## src/rtl/debounce_sync_pkg.sv

```systemverilog
// Shared types and limits for the debounce_sync input-conditioning block.
// Imported by the top-level FSM and by the bench.
package debounce_pkg;

    typedef enum logic [1:0] {
        LOW      = 2'd0,
        CHK_HIGH = 2'd1,
        HIGH     = 2'd2,
        CHK_LOW  = 2'd3
    } db_state_t;

    localparam int DB_MIN_CYCLES = 2;

endpackage

```

## src/rtl/debounce_sync_if.sv

```systemverilog
// Pin-side bundle of debounce_sync: raw level in, clean level, complement and strobes out.
// The master drives the raw level; the slave (debounce_sync) drives everything else.
interface debounce_sync_if;

    logic a;
    logic y;
    logic y_n;
    logic rise;
    logic fall;

    modport master (output a, input y, input y_n, input rise, input fall);
    modport slave  (input a, output y, output y_n, output rise, output fall);

endinterface

```

## src/rtl/debounce_sync_sync_chain.sv

```systemverilog
// Purpose: multi-flop synchroniser bringing an asynchronous level into the clk domain.
// Latency: q follows d after STAGES rising edges.
// Backpressure: none; free-running level path.
module sync_chain #(
    parameter int STAGES = 2
) (
    input  logic clk,
    input  logic rst_n,
    input  logic d,
    output logic q
);

    logic [STAGES-1:0] ff;

    always_ff @(posedge clk or negedge rst_n) begin
        if (!rst_n) begin
            ff <= '0;
        end else begin
            ff <= {ff[STAGES-2:0], d};
        end
    end

    assign q = ff[STAGES-1];

endmodule

```

## src/rtl/debounce_sync.sv

```systemverilog
// Purpose: synchronise and debounce a slow async level into y/y_n plus rise/fall strobes.
// Latency: y and strobe update SYNC_STAGES-1+DEBOUNCE_CYCLES edges after a stable level is first sampled.
// Backpressure: none; strobes are single-cycle and never stall.
module debounce_sync
    import debounce_pkg::*;
#(
    parameter int SYNC_STAGES     = 2,
    parameter int DEBOUNCE_CYCLES = 4
) (
    input logic           clk,
    input logic           rst_n,
    debounce_sync_if.slave bus
);

    localparam int CNT_W = $clog2(DEBOUNCE_CYCLES + 1);
    localparam logic [CNT_W-1:0] CNT_LAST = CNT_W'(DEBOUNCE_CYCLES - 1);
    localparam logic [CNT_W-1:0] CNT_ONE  = CNT_W'(1);

    if (DEBOUNCE_CYCLES < DB_MIN_CYCLES) begin : g_bad_cycles
        $error("debounce_sync: DEBOUNCE_CYCLES must be at least %0d", DB_MIN_CYCLES);
    end

    if (SYNC_STAGES < 2) begin : g_bad_stages
        $error("debounce_sync: SYNC_STAGES must be at least 2");
    end

    logic             s;
    db_state_t        state;
    db_state_t        state_nxt;
    logic [CNT_W-1:0] cnt;
    logic [CNT_W-1:0] cnt_nxt;
    logic             y_q;
    logic             y_nxt;
    logic             rise_q;
    logic             rise_nxt;
    logic             fall_q;
    logic             fall_nxt;

    sync_chain #(
        .STAGES (SYNC_STAGES)
    ) u_sync (
        .clk   (clk),
        .rst_n (rst_n),
        .d     (bus.a),
        .q     (s)
    );

    always_ff @(posedge clk or negedge rst_n) begin
        if (!rst_n) begin
            state  <= LOW;
            cnt    <= '0;
            y_q    <= 1'b0;
            rise_q <= 1'b0;
            fall_q <= 1'b0;
        end else begin
            state  <= state_nxt;
            cnt    <= cnt_nxt;
            y_q    <= y_nxt;
            rise_q <= rise_nxt;
            fall_q <= fall_nxt;
        end
    end

    // The sample that enters a CHK state counts as the first of the window.
    always_comb begin
        state_nxt = state;
        cnt_nxt   = cnt;
        y_nxt     = y_q;
        rise_nxt  = 1'b0;
        fall_nxt  = 1'b0;
        case (state)
            LOW: begin
                if (s) begin
                    state_nxt = CHK_HIGH;
                    cnt_nxt   = CNT_ONE;
                end else begin
                    cnt_nxt = '0;
                end
            end
            CHK_HIGH: begin
                if (!s) begin
                    state_nxt = LOW;
                    cnt_nxt   = '0;
                end else if (cnt == CNT_LAST) begin
                    state_nxt = HIGH;
                    y_nxt     = 1'b1;
                    rise_nxt  = 1'b1;
                    cnt_nxt   = '0;
                end else begin
                    cnt_nxt = cnt + CNT_ONE;
                end
            end
            HIGH: begin
                if (!s) begin
                    state_nxt = CHK_LOW;
                    cnt_nxt   = CNT_ONE;
                end else begin
                    cnt_nxt = '0;
                end
            end
            CHK_LOW: begin
                if (s) begin
                    state_nxt = HIGH;
                    cnt_nxt   = '0;
                end else if (cnt == CNT_LAST) begin
                    state_nxt = LOW;
                    y_nxt     = 1'b0;
                    fall_nxt  = 1'b1;
                    cnt_nxt   = '0;
                end else begin
                    cnt_nxt = cnt + CNT_ONE;
                end
            end
            default: begin
                state_nxt = LOW;
                cnt_nxt   = '0;
                y_nxt     = 1'b0;
            end
        endcase
    end

    assign bus.y    = y_q;
    assign bus.rise = rise_q;
    assign bus.fall = fall_q;

    not u_y_n (bus.y_n, y_q);

endmodule

```

## src/flat_wrapper.sv

```systemverilog
// flat-port wrapper written by rule: the top's interface ports become plain ports
module debounce_sync_flat import debounce_pkg::*;
#(
    parameter int SYNC_STAGES     = 2,
    parameter int DEBOUNCE_CYCLES = 4
)
  (clk, rst_n, bus_a, bus_y, bus_y_n, bus_rise, bus_fall);
  debounce_sync_if bus_i ();
  input logic clk;
  input logic rst_n;
  input wire logic [$bits(bus_i.a)-1:0] bus_a;
  output wire logic [$bits(bus_i.y)-1:0] bus_y;
  output wire logic [$bits(bus_i.y_n)-1:0] bus_y_n;
  output wire logic [$bits(bus_i.rise)-1:0] bus_rise;
  output wire logic [$bits(bus_i.fall)-1:0] bus_fall;
  assign bus_i.a = bus_a;
  assign bus_y = bus_i.y;
  assign bus_y_n = bus_i.y_n;
  assign bus_rise = bus_i.rise;
  assign bus_fall = bus_i.fall;
  debounce_sync #(.SYNC_STAGES(SYNC_STAGES), .DEBOUNCE_CYCLES(DEBOUNCE_CYCLES)) u_core (.clk(clk), .rst_n(rst_n), .bus(bus_i));
endmodule
```

## config.mk

```make
export PLATFORM = sky130hd
export DESIGN_NAME = debounce_sync_flat
export DESIGN_NICKNAME = d
export VERILOG_FILES = /design/src/rtl/debounce_sync_pkg.sv /design/src/rtl/debounce_sync_if.sv /design/src/rtl/debounce_sync_sync_chain.sv /design/src/rtl/debounce_sync.sv /design/src/flat_wrapper.sv
export SDC_FILE = /design/constraint.sdc
export NUM_CORES = 1
export LEC_CHECK = 0
export ABC_AREA = 1
export CAP_MARGIN = 20
export CORE_AREA = 2 2 39 41
export DETAILED_ROUTE_END_ITERATION = 10
export DIE_AREA = 0 0 41 43
export PLACE_DENSITY = 0.53
export SKIP_LAST_GASP = 1
export SLEW_MARGIN = 20
export SYNTH_ARGS = -nofsm -noshare
export SYNTH_HDL_FRONTEND = slang
export SYNTH_HIERARCHICAL = 1
export SYNTH_SLANG_ARGS = --single-unit
```

## constraint.sdc

```tcl
create_clock -name clk -period 0.9 [get_ports clk]
set_clock_uncertainty 0.05 [all_clocks]
set_input_delay 0.18 -clock clk [delete_from_list [all_inputs] [get_ports clk]]
set_output_delay 0.18 -clock clk [all_outputs]
set_load 0.02 [all_outputs]
```

==> results of run 1 <==
-- sequential cells by signal, indices dropped and copies added (netlist names), named ones only --
register,count
u_core/u_sync/ff,2
u_core/cnt,3
u_core/bus.rise,1
u_core/state,1
u_core/bus.fall,1
u_core/bus.y,1
-- worst max-delay path: stages (launching register included) --
cell and delay [ps]:
dfrtp_1 400, inv_1 70, buf_6 110
-- kinds of logic (layout without fill, tap and decap cells) --
group                      after synthesis  in the layout  synth area share
and+or+nand+nor                         20             20            0.2254
DFF                                     10             10            0.6349
buffers and inverters                   10             24           0.09525
adders and majority gates                1              1           0.03174
AOI/OAI and AO/OA                        1              1           0.01269
-- area by class of cell --
| cell class | count | area [sq um] | area share |
|---|---|---|---|
| Sequential cell | 10 | 250.2 | 0.4283 |
| Timing Repair Buffer | 11 | 115.1 | 0.1970 |
| Tap cell | 16 | 20.02 | 0.03426 |
| Inverter | 10 | 40.04 | 0.06852 |
| Multi-Input combinational cell | 22 | 136.4 | 0.2334 |
| Clock buffer | 3 | 22.52 | 0.03854 |
-- repair_timing --
action	CTS	global route
endpoints found under the setup margin	12	12
hold endpoints to repair	0	0
setup buffers	2	0
pin swaps	4	2
gates resized for setup	27	2
-- report_power, final --
group	internal [mW]	total, mW	switching (mW)	leakage, nW
registers	0.547	0.638	0.0914	0.129
logic	0.266	0.528	0.262	0.169
clock network	0.154	0.292	0.138	0.0138
total	0.966	1.46	0.492	0.311
-- stage by stage --
stage	std cells	total power [mW]	utilization
5_1_grt	72	1.547	0.4222
3_3_place_gp	67	1.046	0.3770
2_1_floorplan	42	0.8764	-
6_report	72	1.458	0.4222
3_5_place_dp	67	1.057	0.3770
4_1_cts	72	1.449	0.4177
-- cell usage after synthesis --
cell type | number | area share
nand2_1 | 14 | 0.13
dfrtp_1 | 10 | 0.63
inv_1 | 8 | 0.076
inv_2 | 2 | 0.019
nor2_1 | 2 | 0.019
ha_1 | 1 | 0.032
nand3_1 | 1 | 0.013
nand4_1 | 1 | 0.016
nor2_2 | 1 | 0.016
nor2_4 | 1 | 0.029
o21ai_1 | 1 | 0.013
-- path summary, 6_finish.rpt --
path,from,slack (ps),cells past startpoint,to
setup / recovery,u_core/bus.y,-170,2,bus_y_n
max in group asynchronous,rst_n,510,2,u_core/bus.fall
hold reg to reg,u_core/u_sync/ff[0],300,0,u_core/u_sync/ff[1]
min in group clk,u_core/u_sync/ff[0],300,0,u_core/u_sync/ff[1]
setup reg to reg,u_core/cnt[0],-160,6,flip-flop
hold / removal,rst_n,190,2,u_core/cnt[0]
-- layer usage --
layer / track usage / up-vias
li1: - / 151
met1: 0.09732 / 139
met2: 0.1281 / 8
met3: 0.01571 / 2
met4: 0.1400 / 0
met5: 0 / -
==> summary.md, run 1 <==
| Metric | Value |
|---|---|
| Status | `finished with violations` |
| Failing checks | `negative setup slack` |
| First-pass GRT wire length | `~1000 um` |
| DR vias | `300` |
| Vias in the first global route | `264` |
| Synth Cell Area | `~390 sq um` |
| Pre-CTS setup slack | `-343.4 ps` |
| Most frequent cells in the layout | `10 x dfrtp_1, 9 x nand2_1, 8 x inv_1` |
| Unrepaired setup endpoints after global routing | `yes` |
| Total gr overflow | `0` |
| Worst-Margin Slew | `135.0 ps` |
| Slew Limit Headroom | `0.9100` |
| Worst setup slack after layout | `-167.6 ps` |
| # hold bufs at CTS | `0` |
| Hold Fails Final Rpt | `0` |
| Cell Rows | `14` |
| CORE AREA | `1384 sq um` |
| Ant. Diodes | `0` |
| Distinct cell type count after synthesis | `11` |
| Syn_nets | `46` |
| Overall global routing resource usage | `0.09563` |
| Final Max Tran Viols | `0` |
| DR DRC count | `0` |
| Peak supply drop | `around 0.80 mV` |
| Starting density of the core | `0.2848` |
| Synth Area per Inst | `roughly 9.4 sq um` |
| Die height | `between 40 and 50 um` |
| Area of placed instances | `about 520 sq um` |
| Nets | `62` |
| Port bufs | `6` |
| Post-route minimum period | `between 1000 and 1500 ps` |
| Latest clock arrival within the worst-skew pair | `roughly 260 ps` |
| Area Overhead vs Synth | `48.25%` |
| DPL Wire Length | `448.1 um` |
| Share of cells above drive strength 1 | `0.4107` |
| Largest net degree at the start of global routing | `11` |
| Max-cap violations | `0` |
| Routed wl met3 | `about 33 um` |
| Iteration-0 DRC Markers | `5` |
| Worst hold slack | `192.7 ps` |
| DIE AREA | `approximately 1800 sq um` |
| Die width | `slightly above 40 um` |
| CP Data Required Time | `between 600 and 700 ps` |
| Worst setup SP type | `flip-flop` |
| Post-route cell area | `584.3 sq um` |
| Setup TNS | `-1161 ps` |
| Critical setup path kind | `flip-flop to output pin` |
| CP max FO | `3` |
| Vias per inst | `4.167` |
| Crit. End Element | `output pin` |
| Mapped Cells | `42` |
| Leakage | `between 0.3 and 0.4 nW` |
| Clk buf depth | `2` |
| Commonest non-fill, non-tap cell in the layout | `dfrtp_1` |
| Routed Antenna Nets | `0` |
| #FFs+latches synth | `10` |
| CTS buffer count | `3` |
| Seq/Total Area, Yosys | `0.6349` |
| Fillers | `140` |
| Top sig layer | `met4` |
| Pwr/cell area | `~2500 nW/um^2` |
| H-tree Lvls | `1` |
| Sink Count | `10` |
| Metal1 wirelength | `around 290 um` |
| Final WL | `between 600 and 700 um` |
| Hold Path Class | `primary input to asynchronous set/reset pin` |
| Tcrit/Tclk final | `1.186` |
| Clock Root Buffer | `clkbuf_4` |
| TritonCTS clock tree | `built` |
| Worst path arrival time | `~840 ps` |
| WL met2 | `313 um` |
| Clk slew on worst S/H paths | `roughly 60 ps` |
| DRT Pass-1 Iters | `4` |
| Yosys warning count | `6` |
| Boundary Pins | `7` |
| Initial antenna violation count | `0` |
| WL per Instance | `9.139 um` |
| Final Wtd Congestion | `0.7414` |
| FMAX | `about 940 MHz` |
| Final setup viols | `11` |
(Power assumes the default switching activity.)
==> run 2: changes to the inputs <==
--- a/config.mk
+++ b/config.mk
@@ -11,5 +11,5 @@
 export DETAILED_ROUTE_END_ITERATION = 10
 export DIE_AREA = 0 0 41 43
-export PLACE_DENSITY = 0.53
+export PLACE_DENSITY = 0.51
 export SKIP_LAST_GASP = 1
 export SLEW_MARGIN = 20
==> constraint.sdc (replaced) <==
create_clock -name clk -period 1.2 [get_ports clk]
set_clock_uncertainty 0.05 [all_clocks]
set_input_delay 0.18 -clock clk [delete_from_list [all_inputs] [get_ports clk]]
set_output_delay 0.18 -clock clk [all_outputs]
set_load 0.02 [all_outputs]
==> summary.md, run 2 (same netlist as run 1, synthesis figures left out) <==
| Metric | Value |
|---|---|
| Total gr overflow | `0 (unchanged)` |
| Critical setup path kind | `flip-flop to output pin` |
| Seq. cell area | `250.2 sq um (unchanged)` |
| Unrepaired setup endpoints after global routing | `no` |
| FMAX | `about 860 MHz` |
| CP delay by family, top | `flip-flops` |
| Setup TNS | `0 ps (+1161 ps)` |
| First-pass GRT wire length | `972 um (-2.8%)` |
| CORE AREA | `1384 sq um (unchanged)` |
| CP Data Required Time | `970 ps (+300 ps)` |
| Largest registers | `u_core/cnt x3, u_core/u_sync/ff x2` |
| Clock Root Buffer | `clkbuf_4` |
| Dpl cells | `65 (-3.0%)` |
| Initial antenna violation count | `0 (unchanged)` |
| H-tree Lvls | `1 (unchanged)` |
| Vias in the first global route | `254 (-3.8%)` |
| DR vias | `273 (-9.0%)` |
| CTS buffer count | `3 (unchanged)` |
| Starting density of the core | `0.2848 (unchanged)` |
| Most frequent cells in the layout | `14 x nand2_1, 10 x dfrtp_1, 8 x inv_1` |
| Crit path cell chain | `dlygate4sd2_1` |
| Final Util | `0.3653 (-0.05696)` |
| Pwr/cell area | `2014 nW/um^2 (-19%)` |
| Post-route cell area | `505.5 sq um (-13%)` |
| Iteration-0 DRC Markers | `0 (-5)` |
| DPL Wire Length | `421.6 um (-5.9%)` |
| Post-CTS Setup Bufs | `0 (-2)` |
| Share of cells above drive strength 1 | `0.2075 (-0.2032)` |
| Final setup viols | `0 (-11)` |
| Hold Fails Final Rpt | `0 (unchanged)` |
| Finished Layout Cells | `69 (-4.2%)` |
| Area of placed instances | `481.7 sq um (-7.7%)` |
| Final Max Tran Viols | `0 (unchanged)` |
| Overall global routing resource usage | `0.08665 (-0.008979)` |
| Register with the most flip-flops | `u_core/cnt` |
| DIE AREA | `1763 sq um (unchanged)` |
| Power Total | `1.018 mW (-30%)` |
| Slew Limit Headroom | `0.8651 (-0.04493)` |
| Latest clock arrival within the worst-skew pair | `270 ps (about the same)` |
| Hold Path Class | `primary input to asynchronous set/reset pin` |
| Largest stage delay on the critical path | `360 ps (-40 ps)` |
| DR DRC count | `0 (unchanged)` |
| Clk slew on worst S/H paths | `70 ps (about the same)` |
| Worst path arrival time | `940 ps (+100 ps)` |
| Vias per inst | `3.957 (-5.0%)` |
| Cell Rows | `14 (unchanged)` |
| Nets | `58 (-6.5%)` |
| Final WL | `537 um (-18%)` |
| Post-route minimum period | `~1200 ps` |
| Flip-flop count of the largest register after layout | `3 (unchanged)` |
| Peak supply drop | `0.7368 mV (-7.9%)` |
| Die height | `43 um (unchanged)` |
| Fillers | `137 (-2.1%)` |
| Worst setup SP type | `flip-flop` |
| Crit. End Element | `output pin` |
| Routed Antenna Nets | `0 (unchanged)` |
| TritonCTS clock tree | `built` |
| Largest net degree at the start of global routing | `11 (unchanged)` |
| CP max FO | `1 (-2)` |
| Slowest cell on crit path | `dfrtp_1` |
| Area Overhead vs Synth | `28.25%` |
| Leakage | `0.2936 nW (-5.7%)` |
| CP bufs+invs | `1 (-1)` |
| WL per Instance | `7.783 um (-15%)` |
| Multi-input logic area | `106.4 sq um (-22%)` |
| Die width | `41 um (unchanged)` |
| DRT Pass-1 Iters | `1 (-3)` |
| Port bufs | `6 (unchanged)` |
| Final Wtd Congestion | `0.7063 (-4.7%)` |
| Commonest non-fill, non-tap cell in the layout | `nand2_1` |
| Worst-Margin Slew | `203.2 ps (+68.20 ps)` |
| Clk buf depth | `2 (unchanged)` |
| Status | `finished, final reports clean` |
| Tcrit/Tclk final | `0.9722` |
| Ant. Diodes | `0 (unchanged)` |
| Max-cap violations | `0 (unchanged)` |
| Sink Count | `10 (unchanged)` |
| Boundary Pins | `7 (unchanged)` |
run 2: changes by cell type in the layout (fill, tap and decap cells not counted), moves of 2 or more:
cell / delta
nand2_1: +5
buf_6: -4
dlygate4sd2_1: +2
buf_4: -3
clkbuf_2: +2
nand2_2: -5
run 2: worst paths after layout:
check	end	cells past startpoint	slack [ps]	start
max reg2reg	u_core/cnt[0]	6	110	u_core/cnt[0]
max	bus_rise	1	30	u_core/bus.rise
max in group asynchronous	u_core/bus.y	2	820	rst_n
min	u_core/cnt[2]	2	140	rst_n
min in group clk	u_core/u_sync/ff[0]	1	300	bus_a
min reg2reg	u_core/u_sync/ff[1]	0	310	u_core/u_sync/ff[0]
run 2: cell type report:
class                   count  area share
clock buffers               4     0.07178
inverters                  10     0.07426
multi-input cells          22      0.2104
flip-flops and latches     10      0.4950
well taps                  16     0.03960
repair buffers              7      0.1089
run 2: power by group:
part | total [mW] | switching, mW | leakage [nW] | internal [mW]
clock | 0.306 | 0.122 | 0.0210 | 0.184
sequential | 0.463 | 0.0535 | 0.129 | 0.410
combinational | 0.249 | 0.155 | 0.144 | 0.0945
run 2: timing repair:
action                                  in CTS  in global routing
hold buffers                                 0                  0
endpoints found under the hold margin        0                  0
pin swaps                                    0                  0
endpoints found under the setup margin       4                  2
cloned                                       0                  0
resized for setup                            5                  3
run 2: metal layers:
layer  GRT usage  part of all wire  vias up
li1            -                 -      144
met1      0.1081              0.47      122
met2      0.1094              0.46        5
met3     0.01571             0.037        2
met4      0.1000             0.035        0
met5           0                 0        -
run 2: stage by stage:
step,hold slack (ps),setup slack [ps]
final,140.5,33.35
after global routing,156.6,0.5332
after CTS,144.1,-68.77
after detailed placement,295.8,-40.09
after global placement,297.6,-31.33
after floorplan,-165.6,185.1
==> run 3: changes to the inputs <==
- ABC_CLOCK_PERIOD_IN_PS: not set -> 1200
- RECOVER_POWER: not set -> 50
==> summary.md, run 3 (same netlist as run 1, synthesis figures left out) <==
| Metric | Value |
|---|---|
| Switching pwr | `0.3296 mW (about the same)` |
| Post-route minimum period | `1167 ps (-0.03660 ps)` |
| WL per Instance | `7.739 um (-0.56%)` |
| Peak supply drop | `0.7365 mV (about the same)` |
| Ant. Diodes | `0 (unchanged)` |
| TritonCTS clock tree | `built` |
| Post-CTS Setup Bufs | `0 (unchanged)` |
| Routed Antenna Nets | `0 (unchanged)` |
| DR vias | `273 (unchanged)` |
| Die width | `41 um (unchanged)` |
| CP delay by family, top | `flip-flops` |
| Final WL | `534 um (-0.56%)` |
| Critical setup path kind | `flip-flop to output pin` |
| Worst-Margin Slew | `498.8 ps (+295.6 ps)` |
| Status | `finished, final reports clean` |
| Nets | `58 (unchanged)` |
| Overall global routing resource usage | `0.08665 (unchanged)` |
| Initial antenna violation count | `0 (unchanged)` |
| Worst setup SP type | `flip-flop` |
| Starting density of the core | `0.2848 (unchanged)` |
| DR DRC count | `0 (unchanged)` |
| Pre-CTS setup slack | `-40.09 ps (unchanged)` |
| Clk slew on worst S/H paths | `60 ps (about the same)` |
| Setup TNS | `0 ps (unchanged)` |
| Final Wtd Congestion | `0.7063 (unchanged)` |
| Comb power frac | `0.242 (-0.003)` |
| Pwr/cell area | `2023 nW/um^2 (+0.46%)` |
| Clk buf depth | `2 (unchanged)` |
| Worst setup slack after layout | `33.39 ps (+0.03660 ps)` |
| Cell Rows | `14 (unchanged)` |
| Slew Limit Headroom | `0.6674 (-0.1976)` |
| Vias per inst | `3.957 (unchanged)` |
| Max-cap violations | `0 (unchanged)` |
| Port bufs | `6 (unchanged)` |
| Leakage | `0.2905 nW (-1.1%)` |
| Sink Count | `10 (unchanged)` |
| Clock Root Buffer | `clkbuf_4` |
| Switching Share | `0.3246 (+0.0008421)` |
| Area Overhead vs Synth | `27.30%` |
| Final Max Tran Viols | `0 (unchanged)` |
| Unrepaired setup endpoints after global routing | `no` |
| Clock share of power | `0.301 (about the same)` |
| Register with the most flip-flops | `u_core/cnt` |
| DIE AREA | `1763 sq um (unchanged)` |
| Crit path cell chain | `dlygate4sd2_1` |
| Share of cells above drive strength 1 | `0.1887 (-0.01887)` |
| Seq pwr share | `0.456 (about the same)` |
| Boundary Pins | `7 (unchanged)` |
| CP max FO | `1 (unchanged)` |
| DRT Pass-1 Iters | `1 (unchanged)` |
| First-pass GRT wire length | `972 um (unchanged)` |
| CP Data Required Time | `970 ps (about the same)` |
| CTS buffer count | `3 (unchanged)` |
| Crit. End Element | `output pin` |
| CORE AREA | `1384 sq um (unchanged)` |
| Total gr overflow | `0 (unchanged)` |
| Power Internal | `0.6856 mW (-0.41%)` |
| Vias in the first global route | `254 (unchanged)` |
| Commonest non-fill, non-tap cell in the layout | `nand2_1` |
| Hold Path Class | `flip-flop to flip-flop` |
| FMAX | `857.2 MHz (about the same)` |
| Tcrit/Tclk final | `0.9722 (about the same)` |
| # hold bufs at CTS | `0 (unchanged)` |
| Largest net degree at the start of global routing | `11 (unchanged)` |
| H-tree Lvls | `1 (unchanged)` |
| Largest registers | `u_core/cnt x3, u_core/u_sync/ff x2` |
| Iteration-0 DRC Markers | `0 (unchanged)` |
| Worst path arrival time | `940 ps (about the same)` |
| Worst hold slack | `308.3 ps (+167.8 ps)` |
| Flip-flop count of the largest register after layout | `3 (unchanged)` |
| CP bufs+invs | `1 (unchanged)` |
| Latest clock arrival within the worst-skew pair | `270 ps (about the same)` |
| Largest stage delay on the critical path | `360 ps (about the same)` |
| Slowest cell on crit path | `dfrtp_1` |
| Hold Fails Final Rpt | `0 (unchanged)` |
| Die height | `43 um (unchanged)` |
| Final setup viols | `0 (unchanged)` |
| DPL Wire Length | `421.6 um (unchanged)` |
| Most frequent cells in the layout | `14 x nand2_1, 10 x dfrtp_1, 8 x inv_1` |
run 3: cell types whose count changed in the layout (fill, tap and decap cells not counted), sizes merged:
| cell | before | now |
|---|---|---|
| buf | 1 | 0 |
| dlygate4sd3 | 0 | 2 |
| clkbuf | 6 | 7 |
| clkdlybuf4s50 | 2 | 0 |
run 3: per-layer routing:
metal | vias to the layer above | track usage | share of wire
li1 | 144 | - | -
met1 | 122 | 0.1081 | 0.46
met2 | 5 | 0.1094 | 0.46
met3 | 2 | 0.01571 | 0.037
met4 | 0 | 0.1000 | 0.036
met5 | - | 0 | 0
run 3: layout make-up:
type | instances | area, sq um
multi-input cells | 22 | 106.4
clock buffers | 4 | 36.28
inverters | 10 | 37.54
well taps | 16 | 20.02
flip-flops and latches | 10 | 250.2
repair buffers | 7 | 51.30
fillers | 139 | 882.1
run 3: through the flow:
| step | utilization | instances | area (sq um) | total power, mW |
|---|---|---|---|---|
| finish | 0.3626 | 69 | 501.7 | 1.015 |
| global route | 0.3626 | 69 | 501.7 | 1.092 |
| CTS | 0.3716 | 69 | 514.2 | 1.048 |
| detailed placement | 0.3481 | 65 | 481.7 | 0.7566 |
| global placement | 0.3481 | 65 | 481.7 | 0.7520 |
| floorplan | - | 42 | 394.1 | 0.6448 |
run 3: power by group through the flow:
stage,logic (mW),clock network (mW),registers (mW)
3_3_place_gp,0.284,0,0.468
6_report,0.246,0.306,0.463
5_1_grt,0.291,0.325,0.476
3_5_place_dp,0.286,0,0.471
4_1_cts,0.266,0.319,0.464
2_1_floorplan,0.163,0,0.482
run 3: worst paths after layout:
check	start	to	slack (ps)	cells after the start
setup / recovery	u_core/bus.rise	bus_rise	30	1
hold / removal	u_core/u_sync/ff[0]	u_core/u_sync/ff[1]	310	0
setup reg to reg	u_core/cnt[0]	u_core/cnt[0]	110	6
hold reg to reg	u_core/u_sync/ff[0]	u_core/u_sync/ff[1]	310	0
max in group asynchronous	rst_n	u_core/bus.y	440	2
min in group asynchronous	rst_n	u_core/cnt[2]	330	2
run 3: what timing repair did:
item / 4_1_cts / 5_1_grt
gates resized for setup: 5 / 3
cloned: 0 / 0
endpoints found under the setup margin: 4 / 2
